===== src/rtl/vga_scan_gen.sv =====
// VGA raster timing generator: registered x/y, video_on, syncs and strobes.
// Define VGA_FRAME_CNT_EN to add the 16-bit frame_cnt output.
module vga_scan_gen #(
   parameter int CLK_DIV  = 2,
   parameter int H_ACTIVE = 640,
   parameter int H_FP     = 16,
   parameter int H_SYNC   = 96,
   parameter int H_BP     = 48,
   parameter int V_ACTIVE = 480,
   parameter int V_FP     = 10,
   parameter int V_SYNC   = 2,
   parameter int V_BP     = 33,
   parameter int SYNC_POL = 0
) (
   input  logic        clk,
   input  logic        rst,
   output logic [10:0] x,
   output logic [10:0] y,
   output logic        video_on,
   output logic        hsync,
   output logic        vsync,
   output logic        pix_stb,
`ifdef VGA_FRAME_CNT_EN
   output logic        frame_start,
   output logic [15:0] frame_cnt
`else
   output logic        frame_start
`endif
);

   localparam int H_TOTAL = H_ACTIVE + H_FP + H_SYNC + H_BP;
   localparam int V_TOTAL = V_ACTIVE + V_FP + V_SYNC + V_BP;
   localparam int DW      = (CLK_DIV > 1) ? $clog2(CLK_DIV) : 1;

   localparam logic [DW-1:0] DIV_LAST = DW'(CLK_DIV - 1);
   localparam logic [10:0]   H_LAST   = 11'(H_TOTAL - 1);
   localparam logic [10:0]   V_LAST   = 11'(V_TOTAL - 1);
   localparam logic [10:0]   H_VIS    = 11'(H_ACTIVE);
   localparam logic [10:0]   V_VIS    = 11'(V_ACTIVE);
   localparam logic [10:0]   HS_BEG   = 11'(H_ACTIVE + H_FP);
   localparam logic [10:0]   HS_END   = 11'(H_ACTIVE + H_FP + H_SYNC);
   localparam logic [10:0]   VS_BEG   = 11'(V_ACTIVE + V_FP);
   localparam logic [10:0]   VS_END   = 11'(V_ACTIVE + V_FP + V_SYNC);
   localparam logic          SP       = 1'(SYNC_POL);

   logic [DW-1:0] div;
   logic [10:0]   hcnt;
   logic [10:0]   vcnt;
   logic          pix_en;
   logic          h_end;
   logic          v_end;
   logic          hs_on;
   logic          vs_on;
   logic          origin;

   assign pix_en = (div == DIV_LAST);
   assign h_end  = (hcnt == H_LAST);
   assign v_end  = (vcnt == V_LAST);
   assign hs_on  = (hcnt >= HS_BEG) && (hcnt < HS_END);
   assign vs_on  = (vcnt >= VS_BEG) && (vcnt < VS_END);
   assign origin = (hcnt == 11'd0) && (vcnt == 11'd0);

   always_ff @(posedge clk or negedge rst) begin
      if (!rst) begin
         div  <= '0;
         hcnt <= '0;
         vcnt <= '0;
      end else begin
         div <= pix_en ? '0 : div + DW'(1);
         if (pix_en) begin
            if (h_end) begin
               hcnt <= '0;
               vcnt <= v_end ? '0 : vcnt + 11'd1;
            end else begin
               hcnt <= hcnt + 11'd1;
            end
         end
      end
   end

   // Outputs register the pre-increment counters so all flags describe x/y.
   always_ff @(posedge clk or negedge rst) begin
      if (!rst) begin
         x           <= '0;
         y           <= '0;
         video_on    <= 1'b0;
         hsync       <= ~SP;
         vsync       <= ~SP;
         pix_stb     <= 1'b0;
         frame_start <= 1'b0;
      end else if (pix_en) begin
         x           <= hcnt;
         y           <= vcnt;
         video_on    <= (hcnt < H_VIS) && (vcnt < V_VIS);
         hsync       <= hs_on ? SP : ~SP;
         vsync       <= vs_on ? SP : ~SP;
         pix_stb     <= 1'b1;
         frame_start <= origin;
      end else begin
         pix_stb     <= 1'b0;
         frame_start <= 1'b0;
      end
   end

`ifdef VGA_FRAME_CNT_EN
   always_ff @(posedge clk or negedge rst) begin
      if (!rst) begin
         frame_cnt <= '0;
      end else if (pix_en && origin) begin
         frame_cnt <= frame_cnt + 16'd1;
      end
   end
`endif

endmodule


===== config.mk =====
export PLATFORM = sky130hd
export DESIGN_NAME = vga_scan_gen
export DESIGN_NICKNAME = d
export VERILOG_FILES = /design/src/rtl/vga_scan_gen.sv
export SDC_FILE = /design/constraint.sdc
export NUM_CORES = 1
export LEC_CHECK = 0
export CAP_MARGIN = 25
export CORE_MARGIN = 4
export CORE_UTILIZATION = 50
export DETAILED_ROUTE_END_ITERATION = 8
export PLACE_DENSITY = 0.73
export SYNTH_ARGS = -nofsm -noshare
export SYNTH_HDL_FRONTEND = slang
export SYNTH_SLANG_ARGS = --single-unit

===== constraint.sdc =====
create_clock -name clk -period 2.7 [get_ports clk]
set_input_delay 0.405 -clock clk [delete_from_list [all_inputs] [get_ports clk]]
set_output_delay 0.405 -clock clk [all_outputs]
set_load 0.01 [all_outputs]

Yosys cells after proc, flatten, opt, wreduce, memory -nomap -nowiden. Cells that the tools add are included.

Flip-flop bits (word level): 50. Input port bits: 2. Word-level logic and storage cells: 35.

Order comparisons: 6. Equal/unequal tests: 2. Reduce and logical (&&, ||, !) cells: 7. Mux-type cells: 7. Add/subtract/negate cells: 3.

Operator list (count): $add A11 B1 Y11 const B (2); $eq A11 B10 Y1 const B (2); $logic_not A11 Y1 (2); $lt A11 B10 Y1 const B (2); $lt A11 B9 Y1 const B (2); $mux W11 (2); $ge A11 B10 Y1 const B (1); $ge A11 B9 Y1 const B (1); $mux W1 (5); $logic_and A1 B1 Y1 (4); $reduce_and A2 Y1 (1); $add A1 B1 Y1 const B (1).

Depth between registers and ports, before layout. Gate-level depths: netlist of run 1.

Word-level depth: 3. Gate-level depth with buffers: 6.

Least setup slack after synthesis of run 1. No wires, ideal clock.

Path type: register to register. Start: register hcnt[5]. End: register vcnt[9]. Cell stages (with the launch flop): 7. Setup time: 83 ps. Path buffers: 2. Arrival time: 1971 ps. Clock period less this slack: 2053 ps. Path slack: 647 ps. Data required time: 2617 ps. Cells stage by stage: dfrtp_1 -> buf_6 -> or4b_4 -> or4_4 -> buf_6 -> or3_1 -> o21ai_0.

Cells in the longest elaborated chain, start to end: 2.

Ends and longest elaborated chain: start: declaration (line 47) `logic [10:0] hcnt;`; start signal: assignment (line 75) `hcnt <= hcnt + 11'd1;`; $eq A11 B10 Y1 (line 57) `assign h_end = (hcnt == H_LAST);`; $reduce_and A2 Y1 (no source line); end signal: assignment (line 73) `vcnt <= v_end ? '0 : vcnt + 11'd1;`; end: declaration (line 48) `logic [10:0] vcnt;`.

No other way between the ends. A chain may end at the register's enable or synchronous reset.

Worst setup path in the final report of run 1.
Start: register hcnt[0]. End: register vcnt[3].

Same word-level chain as after synthesis.

==> results_dict.tcl, run 1 <==
set metrics [dict create \
    grt_pass1_wl_um 7740 \
    worst-setup-path-type "reg -> reg" \
    rsz0062_at_grt "no" \
    grt_usage_pct 18.1 \
    start_kind "flop" \
    ys_top_cells_by_count "dfrtp_1 (48), mux2_2 (22), nor2_1 (13)" \
    syn2layout_area_growth_pct 17.4 \
    yosysWarnings 0 \
    power.internal_mw 0.935 \
    power_mw 1.18 \
    syn_area_um2 2300 \
    synth-simple-area-share_pct 16.8 \
    cts_hold_buffers 0 \
    ys_top_cells_by_area "dfrtp_1 (52%), mux2_2 (11%), ha_1 (2.7%)" \
    initial_core_util_pct 52.1 \
    place_congestion 0.897 \
    syn_inst 202 \
    worstPathMaxFanout 11 \
    ios 29 \
    dr_total_vias 1631 \
    ys_seq_elements 50 \
    required_ns 2.92 \
    regArea_um2 1250 \
    swShare_pct 21.0 \
    worstHoldPathType "in -> async" \
    finalMaxSlewViolations 0 \
    yosysMostFrequentCell "dfrtp_1" \
    clkPwrFrac_pct 35.4 \
    wirelength_um 4450 \
    finalSetupTns_ns 0 \
    htreeDepth 2 \
    rows 24 \
    synth_top_area_share_pct 52.3 \
    worstMarginPinSlew_ns 0.622 \
    timing.rr.end "vcnt[3]$_DFFE_PN0P_" \
    timing.slew.headroom_pct 57.9 \
    synthMuxAreaShare_pct 10.8 \
    seq_area_frac_synth_pct 54.5 \
    clock_sinks 50 \
    tritoncts "yes" \
    grt_overflow 0 \
    synth_async_sr_flop_share_pct 100 \
    final.setup_skew_ns 0.00576 \
    drive_gt1_share_pct 17.2 \
    post_cts_buffers 0 \
    rr_worst_depth 5 \
    grt_antenna_before_repair 0 \
    setup_viol 0 \
    rrSetupSlack_ns 0.48 \
    power_frac_comb_pct 1.4 \
    vias_per_cell 5.74 \
    multi_input_area_um2 950 \
    layout_worst_path_cycle_share_pct 82.3 \
    core_um2 4410 \
    cp-end-kind "flop" \
    first_iter_violations 140 \
    period_needed_ns 2.22 \
    clk_latency_ns 0.30 \
    power.density_nw_per_um2 439 \
    ys_types 40 \
    placedCellCount 276 \
    power.switching_mw 0.249 \
    synth_edf_count 0 \
    die_height_um 75.8 \
    port-buffer-count 28 \
    synth_nets 209 \
    cts_made_buffers 5 \
    die_area_um2 5750 \
    syn_area_per_cell_um2 11.4 \
    synthAdderAreaFrac_pct 2.72 \
    fin_nets 238 \
    clockRootBuffer "clkbuf_8" \
    max_cap_violations 0 \
    drc 0 \
    cts_buffer_depth 2 \
    fin_cells 284 \
    irDropWorstVdd_mv 0.287 \
    antenna_left 0 \
    yosys.area.top_type "dfrtp_1" \
    arrival_ns 2.44 \
    grt_max_degree 33 \
    timing.fmax_ghz 0.450 \
    n_antenna_cell 0 \
    dp_hpwl_um 3120 \
    die_x_um 75.8 \
    fill_cells 369 \
    wl_per_cell_um 15.7 \
    seq_power_share_pct 63.2 \
    drtPass1Iterations 4 \
    synth_top_family_by_area "simple AND/OR/NAND/NOR gates" \
    status "completed" \
    synth-xor-area-share_pct 3.05 \
    post_cts_resized 0 \
    finalHoldViolations 0 \
    p_leak_nw 1.21 \
    clk_pin_slew_ns 0.09 \
    timing.rr.start "hcnt[0]$_DFFE_PN0P_" \
    synth-main-ff-cell "dfrtp_1" \
    synth_compound_area_share_pct 8.00 \
    grt_pass1_vias 1554 \
]
-- logic make-up (layout without fill, tap and decap cells) --
kind of cell	Yosys count	count (layout)
adder cells (fa/ha/maj)	5	5
XOR/XNOR	8	8
buffers and inverters	21	51
AO/OA/AOI/OAI	29	29
AND/OR/NAND/NOR	67	67
flip-flops	50	50
multiplexers	22	22
-- worst max path at each step --
stage	from	end	slack, ns	depth (start not counted)
CTS	hcnt[0]$_DFFE_PN0P_	vcnt[3]$_DFFE_PN0P_	0.46	5
detailed placement	hcnt[0]$_DFFE_PN0P_	vcnt[3]$_DFFE_PN0P_	0.52	5
floorplan	hcnt[5]$_DFFE_PN0P_	vcnt[9]$_DFFE_PN0P_	0.65	6
global route	hcnt[0]$_DFFE_PN0P_	vcnt[3]$_DFFE_PN0P_	0.33	5
global placement	hcnt[5]$_DFFE_PN0P_	vcnt[3]$_DFFE_PN0P_	0.58	4
finish	hcnt[0]$_DFFE_PN0P_	vcnt[3]$_DFFE_PN0P_	0.48	5
-- area by class of cell --
| cell class | count | share of cell area (%) |
|---|---|---|
| Sequential cell | 50 | 46.5 |
| Timing Repair Buffer | 33 | 11.6 |
| Clock buffer | 8 | 2.97 |
| Multi-Input combinational cell | 131 | 35.2 |
| Tap cell | 52 | 2.41 |
| Inverter | 10 | 1.39 |
-- per-layer routing --
layer  up-vias  share of wire (%)  track usage, %
li1        788                  -               -
met1       798                 50            27.9
met2        39                 44            24.4
met3         6                4.2            4.62
met4         0                1.6            6.41
met5         -                  0               0
-- sequential cells by signal (all words and copies together) (netlist names) --
name	cells
vsync	1
div	1
hsync	1
vcnt	11
pix_stb	1
video_on	1
y	11
hcnt	11
frame_start	1
x	11
-- power groups by stage --
stage	Sequential, mW	Combinational [mW]	Clock (mW)
after global routing	0.748	0.0199	0.464
after detailed placement	0.763	0.0181	0
after CTS	0.748	0.0181	0.431
final	0.748	0.0168	0.419
after global placement	0.763	0.0178	0
after floorplan	0.763	0.000000410	0
-- cell usage in the layout, fill, tap and decap left out, drive strengths merged, types with 4 or more instances in the layout --
cell type,instances
nand4,8
xnor2,5
dfrtp,48
nor4,4
mux2,22
inv,10
clkbuf,8
o21ai,10
nor3,7
nand3,9
nor2,13
nand2,10
ha,5
or3,4
a21oi,6
clkdlybuf4s50,27
buf,6
-- per-stage QoR --
step	hold slack, ns	instance area (um2)	worst slack, ns	util, %
global placement	0.350	2620	0.580	59.3
floorplan	0.109	2300	0.647	-
CTS	0.0248	2700	0.463	61.1
global route	0.0306	2700	0.328	61.1
detailed placement	0.355	2620	0.517	59.3
finish	0.0155	2700	0.478	61.1
-- critical path: stages (launching register included) --
cell and delay, ns:
dfrtp_1 0.42, ha_1 0.22, nand4_1 0.26, or4_4 0.67
or3_2 0.47, o21ai_0 0.09
No activity file was read; power rests on OpenSTA's default activity.
==> run 2: changes to the inputs <==
clock period = 2.1 ns   (was 2.7 ns; I/O delays follow)
==> run 2 against run 1 <==
Compared with the run above:
- core utilization rose by 1.8 points
- non-clock buffer count rose by 8
- global-route usage fell by 0.45 points
- critical path type unchanged
- cell area rose by 3.0%
- hold slack improved by 0.096 ns
- first-iteration DRC count fell by 8.6%
- via count rose by 0.55%
- largest power group unchanged
==> results_dict.tcl, run 2 (synthesis gave the netlist of run 1 again) <==
set metrics [dict create \
    grt_usage_pct 17.7 \
    fill_cells 369 \
    period_needed_ns 2.02 \
    place_congestion 0.873 \
    finalHoldViolations 0 \
    grt_pass1_vias 1558 \
    port-buffer-count 28 \
    finalInstanceArea_um2 2780 \
    worstMarginPinSlew_ns 0.615 \
    p_leak_nw 1.25 \
    worstPathMaxFanout 5 \
    rsz0062_at_grt "no" \
    place_ws_ns 0.0658 \
    grt_antenna_before_repair 0 \
    setup_viol 0 \
    ios 29 \
    cp-end-kind "flop" \
    power.switching_mw 0.316 \
    clock_sinks 50 \
    finalSetupTns_ns 0 \
    cts_made_buffers 5 \
    max_cap_violations 0 \
    timing.rr.start "hcnt[5]$_DFFE_PN0P_" \
    timing.fmax_ghz 0.494 \
    wirelength_um 4540 \
    rrSetupSlack_ns 0.08 \
    die_area_um2 5750 \
    htreeDepth 2 \
    vias_per_cell 5.62 \
    status "completed" \
    layout_worst_path_cycle_share_pct 96.3 \
    clk_latency_ns 0.30 \
    die_x_um 75.8 \
    path_cells "or4b_4, or4_4, or3_2, o21ai_0" \
    core_um2 4410 \
    finalMaxSlewViolations 0 \
    rr_worst_depth 4 \
    syn2layout_area_growth_pct 20.9 \
    power_frac_comb_pct 1.3 \
    final_cell_mix "dfrtp_1 (48), clkdlybuf4s50_1 (27), mux2_2 (22)" \
    grt_pass1_wl_um 7630 \
    crit_slowest_cell "or4b_4" \
    drtPass1Iterations 5 \
    worstHoldPathType "in -> async" \
    n_antenna_cell 0 \
    arrival_ns 2.24 \
    tritoncts "yes" \
    dpl_cell_area_um2 2670 \
    grt_overflow 0 \
    initial_core_util_pct 52.1 \
    rows 24 \
    worst-setup-path-type "reg -> reg" \
    final_util_pct 63.0 \
    die_height_um 75.8 \
    endpoint "vcnt[3]$_DFFE_PN0P_" \
    fin_ws_ns 0.0773 \
    clockRootBuffer "clkbuf_8" \
    power_mw 1.55 \
    drive_gt1_share_pct 21.7 \
    wl_per_cell_um 15.5 \
    first_iter_violations 128 \
    cts_buffer_depth 2 \
    fin_nets 246 \
    power.density_nw_per_um2 556 \
    antenna_left 0 \
    seq_power_share_pct 62.2 \
    clk_pin_slew_ns 0.08 \
    clkPwrFrac_pct 36.5 \
    grt_max_degree 51 \
    drc 0 \
    final.setup_skew_ns 0.00582 \
    critPathLaunch "hcnt[5]$_DFFE_PN0P_" \
    required_ns 2.32 \
    timing.slew.headroom_pct 59.0 \
    layout_commonest_cell "dfrtp_1" \
    swShare_pct 20.5 \
    dp_hpwl_um 3160 \
    timing.rr.end "vcnt[3]$_DFFE_PN0P_" \
    power.internal_mw 1.23 \
    dr_total_vias 1640 \
    crit_path_max_incr_delay_ns 0.55 \
    start_kind "flop" \
    irDropWorstVdd_mv 0.409 \
]
==> run 2: cell types whose count changed in the layout (fill, tap and decap cells not counted) <==
cell,delta
buf_4,+8
clkbuf_1,-2
clkbuf_8,+1
clkinv_2,+1
nor2_1,-1
nor2_2,+1
nor4_1,-1
nor4_2,+1
==> run 2: cell type report <==
cell class | count | area [um2] | share of cell area, %
Clock buffer | 7 | 86.3 | 3.11
Clock inverter | 1 | 5.00 | 0.180
Inverter | 10 | 37.5 | 1.35
Multi-Input combinational cell | 131 | 958 | 34.5
Sequential cell | 50 | 1250 | 45.1
Tap cell | 52 | 65.1 | 2.34
Timing Repair Buffer | 41 | 373 | 13.4
==> run 2: worst min-delay path by stage <==
stage	slack, ns	to	start
after floorplan	0.02	div$_DFF_PN0_	rst
final	0.11	vcnt[8]$_DFFE_PN0P_	rst
after detailed placement	0.46	y[6]$_DFFE_PN0P_	rst
after CTS	0.13	x[1]$_DFFE_PN0P_	rst
after global routing	0.15	y[7]$_DFFE_PN0P_	rst
after global placement	0.45	y[6]$_DFFE_PN0P_	rst
==> run 2: power groups by stage <==
| stage | clock, mW | sequential [mW] | combinational [mW] |
|---|---|---|---|
| finish | 0.565 | 0.962 | 0.0196 |
| global route | 0.628 | 0.962 | 0.0238 |
| CTS | 0.580 | 0.962 | 0.0212 |
| detailed placement | 0 | 0.981 | 0.0212 |
| global placement | 0 | 0.981 | 0.0211 |
| floorplan | 0 | 0.981 | 0.000000410 |
==> run 2: worst max-delay path, delay by kind of cell (launching register included) <==
family           cells  cell delay, ns
AND/OR/NAND/NOR      3            1.49
flip-flops           1            0.38
AO/OA/AOI/OAI        1            0.08
==> run 2: what timing repair did <==
action,in CTS,in global routing
buffers inserted,0,1
gates resized for setup,0,2
hold buffers,0,0
endpoints found under the hold margin,0,0
endpoints found under the setup margin,0,6
==> run 2: per-layer routing <==
metal,wire length (um),vias up,global-route usage [%]
li1,-,802,-
met1,2190,779,27.1
met2,2070,54,24.2
met3,238,5,3.96
met4,41,0,6.41
met5,0,-,0
==> run 2: through the flow <==
stage,hold WS [ns],cells
2_1_floorplan,0.0194,202
3_3_place_gp,0.454,283
3_5_place_dp,0.457,283
4_1_cts,0.134,291
5_1_grt,0.151,292
6_report,0.111,292
==> run 3: changes to the inputs <==
CAP_MARGIN = 10   (was 25)
==> results of run 3 <==
Same layout as run 2: the final DEF is identical, and so are final timing and power.
